--- src/rtl/sram_mem_ctrl.sv ---
// sram_mem_ctrl: splits 32-bit MEM-stage loads/stores into two 16-bit SRAM accesses with programmable wait states.
// Optional address checking is enabled by defining SRAM_ADDR_CHECK_EN.
module sram_mem_ctrl #(
  parameter int WAIT_CYCLES = 1
) (
  input  logic        clk,
  input  logic        rst_n,
  input  logic        MEM_R_EN,
  input  logic        MEM_W_EN,
  input  logic [31:0] ALU_result,
  input  logic [31:0] ST_val,
  output logic        mem_freeze,
  output logic [31:0] Mem_read_value,
  output logic [17:0] sram_addr,
  output logic [15:0] sram_wdata,
  input  logic [15:0] sram_rdata,
  output logic        sram_we_n,
  output logic        sram_oe_n,
  output logic        addr_err
);
  typedef enum logic [1:0] {IDLE, LO, HI, DONE} state_t;
  state_t state, state_nx;
  logic [2:0] cnt;
  logic is_wr, req, addr_ok, last, busy, start;
  logic [17:0] base, base_q, addr_q;
  logic [15:0] wdata_q, rd_lo;
  logic [31:0] st_q;
  assign req = MEM_R_EN | MEM_W_EN;
  // (addr-1024)>>2 modulo 2^17 equals (addr>>2)-256 modulo 2^17
  assign base = {ALU_result[18:2] - 17'd256, 1'b0};
  assign last = cnt == WAIT_CYCLES[2:0];
  assign busy = state == LO || state == HI;
`ifdef SRAM_ADDR_CHECK_EN
  logic err_q;
  assign addr_ok = ALU_result >= 32'd1024 && ALU_result < 32'h0008_0400 && ALU_result[1:0] == 2'b00;
  assign addr_err = err_q;
  always_ff @(posedge clk or negedge rst_n)
    if (!rst_n) err_q <= 1'b0;
    else if (state == IDLE && req && !addr_ok) err_q <= 1'b1;
`else
  assign addr_ok = 1'b1;
  assign addr_err = 1'b0;
`endif
  assign start = state == IDLE && req && addr_ok;
  assign mem_freeze = start || busy;
  assign sram_we_n = !(busy && is_wr);
  assign sram_oe_n = !(busy && !is_wr);
  assign sram_addr = state == LO ? base_q : state == HI ? base_q + 18'd1 : addr_q;
  assign sram_wdata = state == LO ? st_q[15:0] : state == HI ? st_q[31:16] : wdata_q;
  always_comb begin
    state_nx = state;
    if (state == IDLE) state_nx = start ? LO : IDLE;
    else if (state == DONE) state_nx = IDLE;
    else if (last) state_nx = state == LO ? HI : DONE;
  end
  always_ff @(posedge clk or negedge rst_n)
    if (!rst_n) begin
      state <= IDLE;
      cnt <= '0;
      is_wr <= 1'b0;
      base_q <= '0;
      st_q <= '0;
      addr_q <= '0;
      wdata_q <= '0;
      rd_lo <= '0;
      Mem_read_value <= '0;
    end else begin
      state <= state_nx;
      cnt <= state_nx != state ? 3'd0 : cnt + 3'd1;
      if (start) begin
        is_wr <= MEM_W_EN;
        base_q <= base;
        st_q <= ST_val;
      end
      if (busy) begin
        addr_q <= sram_addr;
        wdata_q <= sram_wdata;
      end
      if (!is_wr && state == LO && last) rd_lo <= sram_rdata;
      if (!is_wr && state == HI && last) Mem_read_value <= {sram_rdata, rd_lo};
    end
endmodule

--- config.mk ---
export PLATFORM = sky130hd
export DESIGN_NAME = sram_mem_ctrl
export DESIGN_NICKNAME = d
export VERILOG_FILES = /design/src/rtl/sram_mem_ctrl.sv
export SDC_FILE = /design/constraint.sdc
export NUM_CORES = 1
export LEC_CHECK = 0
export BUFFER_PORTS_ARGS = -buffer_cell sky130_fd_sc_hd__buf_4
export CORE_ASPECT_RATIO = 2
export CORE_MARGIN = 2
export CORE_UTILIZATION = 57
export CTS_BUF_LIST = sky130_fd_sc_hd__clkbuf_16
export DETAILED_ROUTE_END_ITERATION = 12
export GPL_TIMING_DRIVEN = 0
export PLACE_DENSITY = 0.84
export SETUP_SLACK_MARGIN = 0.05
export SYNTH_ARGS = -nofsm -noshare
export SYNTH_HDL_FRONTEND = slang
export SYNTH_SLANG_ARGS = --single-unit
export TNS_END_PERCENT = 30
--- constraint.sdc ---
create_clock -name clk -period 5.4 [get_ports clk]
set_input_delay 1.08 -clock clk [delete_from_list [all_inputs] [get_ports clk]]
set_output_delay 1.08 -clock clk [all_outputs]
set_load 0.02 [all_outputs]
Word-level counts from Yosys, hierarchy flattened:

Index checks and enable logic that the tools add are counted.

* latch bits: 0
* RAM bits: 0
* flip-flop bits (word level): 137
* memory bits (read-only): 0
* memories kept: 0
* output and inout bits: 70

* muxes and demuxes: 10
* reductions and logical operators: 13
* magnitude comparators: 0
* add/sub/neg operators: 3
* divide/modulo/power cells: 0
* multipliers: 0
* equal/unequal tests: 5
* shift-type cells: 0
* bitwise logic cells: 1

Operators with widths (count)
* 18-bit 2-to-1 mux: 2
* 16-bit 2-to-1 mux: 2
* 18-bit by 1-bit adder with 18-bit output, second input constant: 1
* 17-bit by 9-bit subtractor with 17-bit output, second input constant: 1
* 1-bit logical AND: 7
* 2-bit 2-to-1 mux: 3
* 2-bit equality test, second input constant: 2
* 3-bit by 1-bit adder with 3-bit output, second input constant: 1
* 3-bit by 1-bit equality test with 1-bit output, second input constant: 1
* 1-bit logical NOT: 3
* 3-bit 2-to-1 mux: 1
* 2-bit by 1-bit equality test with 1-bit output, second input constant: 1
* 2-bit logical NOT: 1
* 1-bit logical OR: 2
* 1-bit 2-to-1 mux: 2
* 2-bit != test: 1
* 1-bit OR: 1

Logic depth before layout (Yosys ltp):

* depth after elaboration: 7
* depth in mapped cells: 7
* mapped depth without buffers: 6

Worst setup path before layout:

No wires, ideal clock.

* path type: input to output
* start point: input MEM_W_EN
* end point: output mem_freeze
* arrival: 1850 ps
* data required time: 4320 ps
* buffers on the path: 1
* setup slack: 2470 ps
* cell stages on the path: 3
* cells stage by stage: o21ai_1 > buf_2 > nand2b_1

* longest elaborated chain between the ends: 3

Ends and longest elaborated chain
* from (decl): line 9 `input logic MEM_W_EN,`
* 1-bit OR: line 28 `assign req = MEM_R_EN | MEM_W_EN;`
* 1-bit logical AND: line 44 `assign start = state == IDLE && req && addr_ok;`
* 1-bit logical OR: line 45 `assign mem_freeze = start || busy;`
* to (decl): line 12 `output logic mem_freeze,`

Every way passes these cells.

Worst setup path after layout:

* start point: register state[0]
* end point: output sram_addr[11]

* longest elaborated chain between the ends: 3

Ends and longest elaborated chain
* from (decl): line 22 `state_t state, state_nx;`
* from (signal assigned): line 68 `state <= state_nx;`
* 2-bit equality test: line 48 `assign sram_addr = state == LO ? base_q : state == HI ? base_q + 18'd1 : addr_q;`
* 18-bit 2-to-1 mux: line 48
* 18-bit 2-to-1 mux (*): line 48
* to (decl): line 14 `output logic [17:0] sram_addr,`

Every way passes the cells marked *; elsewhere a longest branch is shown, timed or not.

==> impl_results.md <==
* Status: finished clean
* Synth unique cells at 33
* DR DRC count at 0
* CTS root buf: clkbuf_16
* Fmax at 275.6 MHz
* Worst r2r src: state[0]
* Vias in the first global route at 4,350
* Post-synthesis cell area at 5917 um2
* Inserted Diodes at 0
* Ys flop type: dfrtp_1
* Syn_nets at 515
* Number of fill cells at 682
* Pre-CTS setup slack at 1.966 ns
* Hold Path Depth at 1
* Req. time, crit path at 4.32 ns
* Cts repair resizes at 0
* Layout Nets at 672
* TritonCTS Sinks at 137
* Post-DP HPWL at 9.395 mm
* GR Util All Layers at 24.21%
* Congestion Overflow GR at 0
* RePlAce Congestion at 0.8272
* # IOs at 154
* Ys async rst share at 100.0%
* Via Count at 3,920
* Hold path start: cnt[0]
* Antenna Nets Post-Route at 0
* Initial antenna violation count at 0
* TritonCTS clock tree: built
* Mean Syn Cell Area at 13.96 um2
* Total of max-cap violations at 0
* Reg-to-Reg End: st_q[27]
* Most frequent cells in the layout: buf_4, mux2_2, dfrtp_1, nand2_1, o21ai_0
* Final WS setup at 1.771 ns
* Post-layout min period at 3.629 ns
* Worst Skew at 0.008877 ns
* Clock-pin slew on the worst setup and hold paths at 0.05 ns
* Horiz. Die Dim at 76.05 um
* TritonCTS buffer count at 17
* Worst vdd ir at 0.3793 mV
* Drt initial violations at 110
* Via density at 5.377
* Initial core utilization at 58.67%
* Fin. Hold Viols at 0
* Unrepaired setup endpoints after global routing: no
* Startpoint Class: flop
* Arr. time, crit path at 2.55 ns
* CTS H-tree depth at 4
* HP Class: reg2reg
* Pleak at 3.505 nW
* Area of the core at 10,080 um2
* Setup Viol. Count Final at 0
* Largest net degree at the start of global routing at 91
* Ys Warns at 0
* Number of synthesized flops with an enable pin at 0
* Synth Register Bits at 137
* Post-CTS Setup Bufs at 0
* Area grow syn2layout at 30.26%
* Die H at 148.1 um
* First-pass GRT wire length at 21.18 mm
* Critical-path maximum fanout at 10
* R2R setup slack at 3.23 ns
* Layout cell share with drive strength beyond 1 at 54.71%
* Seq/Total Area, Yosys at 57.94%
* Port Buffers at 137
* Hold buffers post-CTS at 0
* Slew Viols, Final at 0
* Worst Hold End: cnt[0]
* Register-to-Register Path Depth at 5
* Slew headroom at 55.86%
* Drt pass-1 iters at 4
* Crit path kind: reg2out
* CP endpoint kind: output pin
* Synth Instances at 424
* Final Cycle Share at 67.20%
* Worst Max-Slew Pin Slew at 0.6577 ns
* Commonest non-fill, non-tap cell in the layout: buf_4
* Cell Pwr Density at 715.6 nW/um2
* CTS max path bufs at 2
* Setup Total Neg Slack at 0 ns
* Final wirelength at 12.80 mm
* Avg WL per Cell at 17.56 um
* Clock Latency Late Sink at 0.41 ns
* Rows at 52
* Die area at 11,260 um2
routing by layer:
metal | part of all wire (%) | track usage (%) | routed length, um | vias to the layer above
met5 | 0 | 0 | 0 | -
met4 | 2.8 | 11.27 | 359 | 0
met3 | 4.3 | 6.493 | 548 | 29
met2 | 58 | 45.67 | 7438 | 110
met1 | 35 | 24.51 | 4450 | 1982
li1 | - | - | - | 1799
state kept, by name (all words and copies together), names as in the netlist:
name and count:
addr_q 18, state 2, st_q 32, base_q 17, cnt 3, Mem_read_value 32
is_wr 1, rd_lo 16, wdata_q 16
kinds of logic (layout without fill, tap and decap cells):
logic type	after synthesis	after routing	share of synthesized area, %
multiplexers	155	155	29.16
flip-flops	137	137	57.94
AND/OR/NAND/NOR	56	56	4.652
AO/OA/AOI/OAI	35	35	3.278
buffers and inverters	26	196	2.390
adder cells (fa/ha/maj)	7	7	1.480
XOR/XNOR	7	7	1.036
other	1	1	0.06338
worst max-delay path, cell delays in order (launching register included):
cell	delay (ns)
dfrtp_1	0.44
inv_1	0.12
ha_1	0.23
buf_4	0.20
nor2_2	0.34
buf_4	0.27
mux2_2	0.37
buf_4	0.16
report_power, final:
group	switching, mW	internal [mW]
Sequential	0.293	1.56
Combinational	1.29	1.28
Clock	0.420	0.670
Total	2.01	3.51
layout make-up:
cell class	count	area, um2	share of cell area (%)
Multi-Input combinational cell	261	2347	30.45
Inverter	5	18.77	0.2435
Timing Repair Buffer	138	1060	13.75
Sequential cell	137	3428	44.48
Clock inverter	15	136.4	1.769
Tap cell	135	168.9	2.192
Clock buffer	17	425.4	5.519
Buffer	21	122.6	1.591
cell usage after synthesis, types with 3 or more instances:
library cell	number	area [um2]
buf_2	5	25.02
buf_4	8	60.06
clkbuf_1	5	18.77
dfrtp_1	137	3428
ha_1	7	87.58
inv_1	5	18.77
mux2_2	139	1565
mux2i_1	16	160.2
nand2_1	33	123.9
nand2b_1	4	25.02
nor2_1	7	26.28
nor3_1	3	15.01
o21ai_0	26	130.1
xnor2_1	5	43.79
per-stage QoR:
| step | hold slack [ns] | power [mW] | instance area, um2 | instances | util (%) |
|---|---|---|---|---|---|
| after floorplan | 0.4498 | 3.477 | 5917 | 424 | - |
| after global placement | 0.4595 | 4.319 | 7114 | 696 | 70.55 |
| after detailed placement | 0.4886 | 4.447 | 7146 | 697 | 70.86 |
| after CTS | 0.4996 | 5.563 | 7707 | 729 | 76.43 |
| after global routing | 0.5060 | 5.818 | 7707 | 729 | 76.43 |
| final | 0.4935 | 5.516 | 7707 | 729 | 76.43 |
worst max path at each step:
stage	startpoint	end	slack, ns	depth (start not counted)
final	state[0]	sram_addr[11]	1.77	7
after CTS	state[0]	sram_addr[11]	1.76	7
after floorplan	MEM_W_EN	mem_freeze	2.47	3
after global routing	state[0]	sram_addr[11]	1.64	7
after detailed placement	MEM_W_EN	mem_freeze	1.97	5
after global placement	MEM_W_EN	mem_freeze	1.96	5
(Power assumes the default switching activity.)
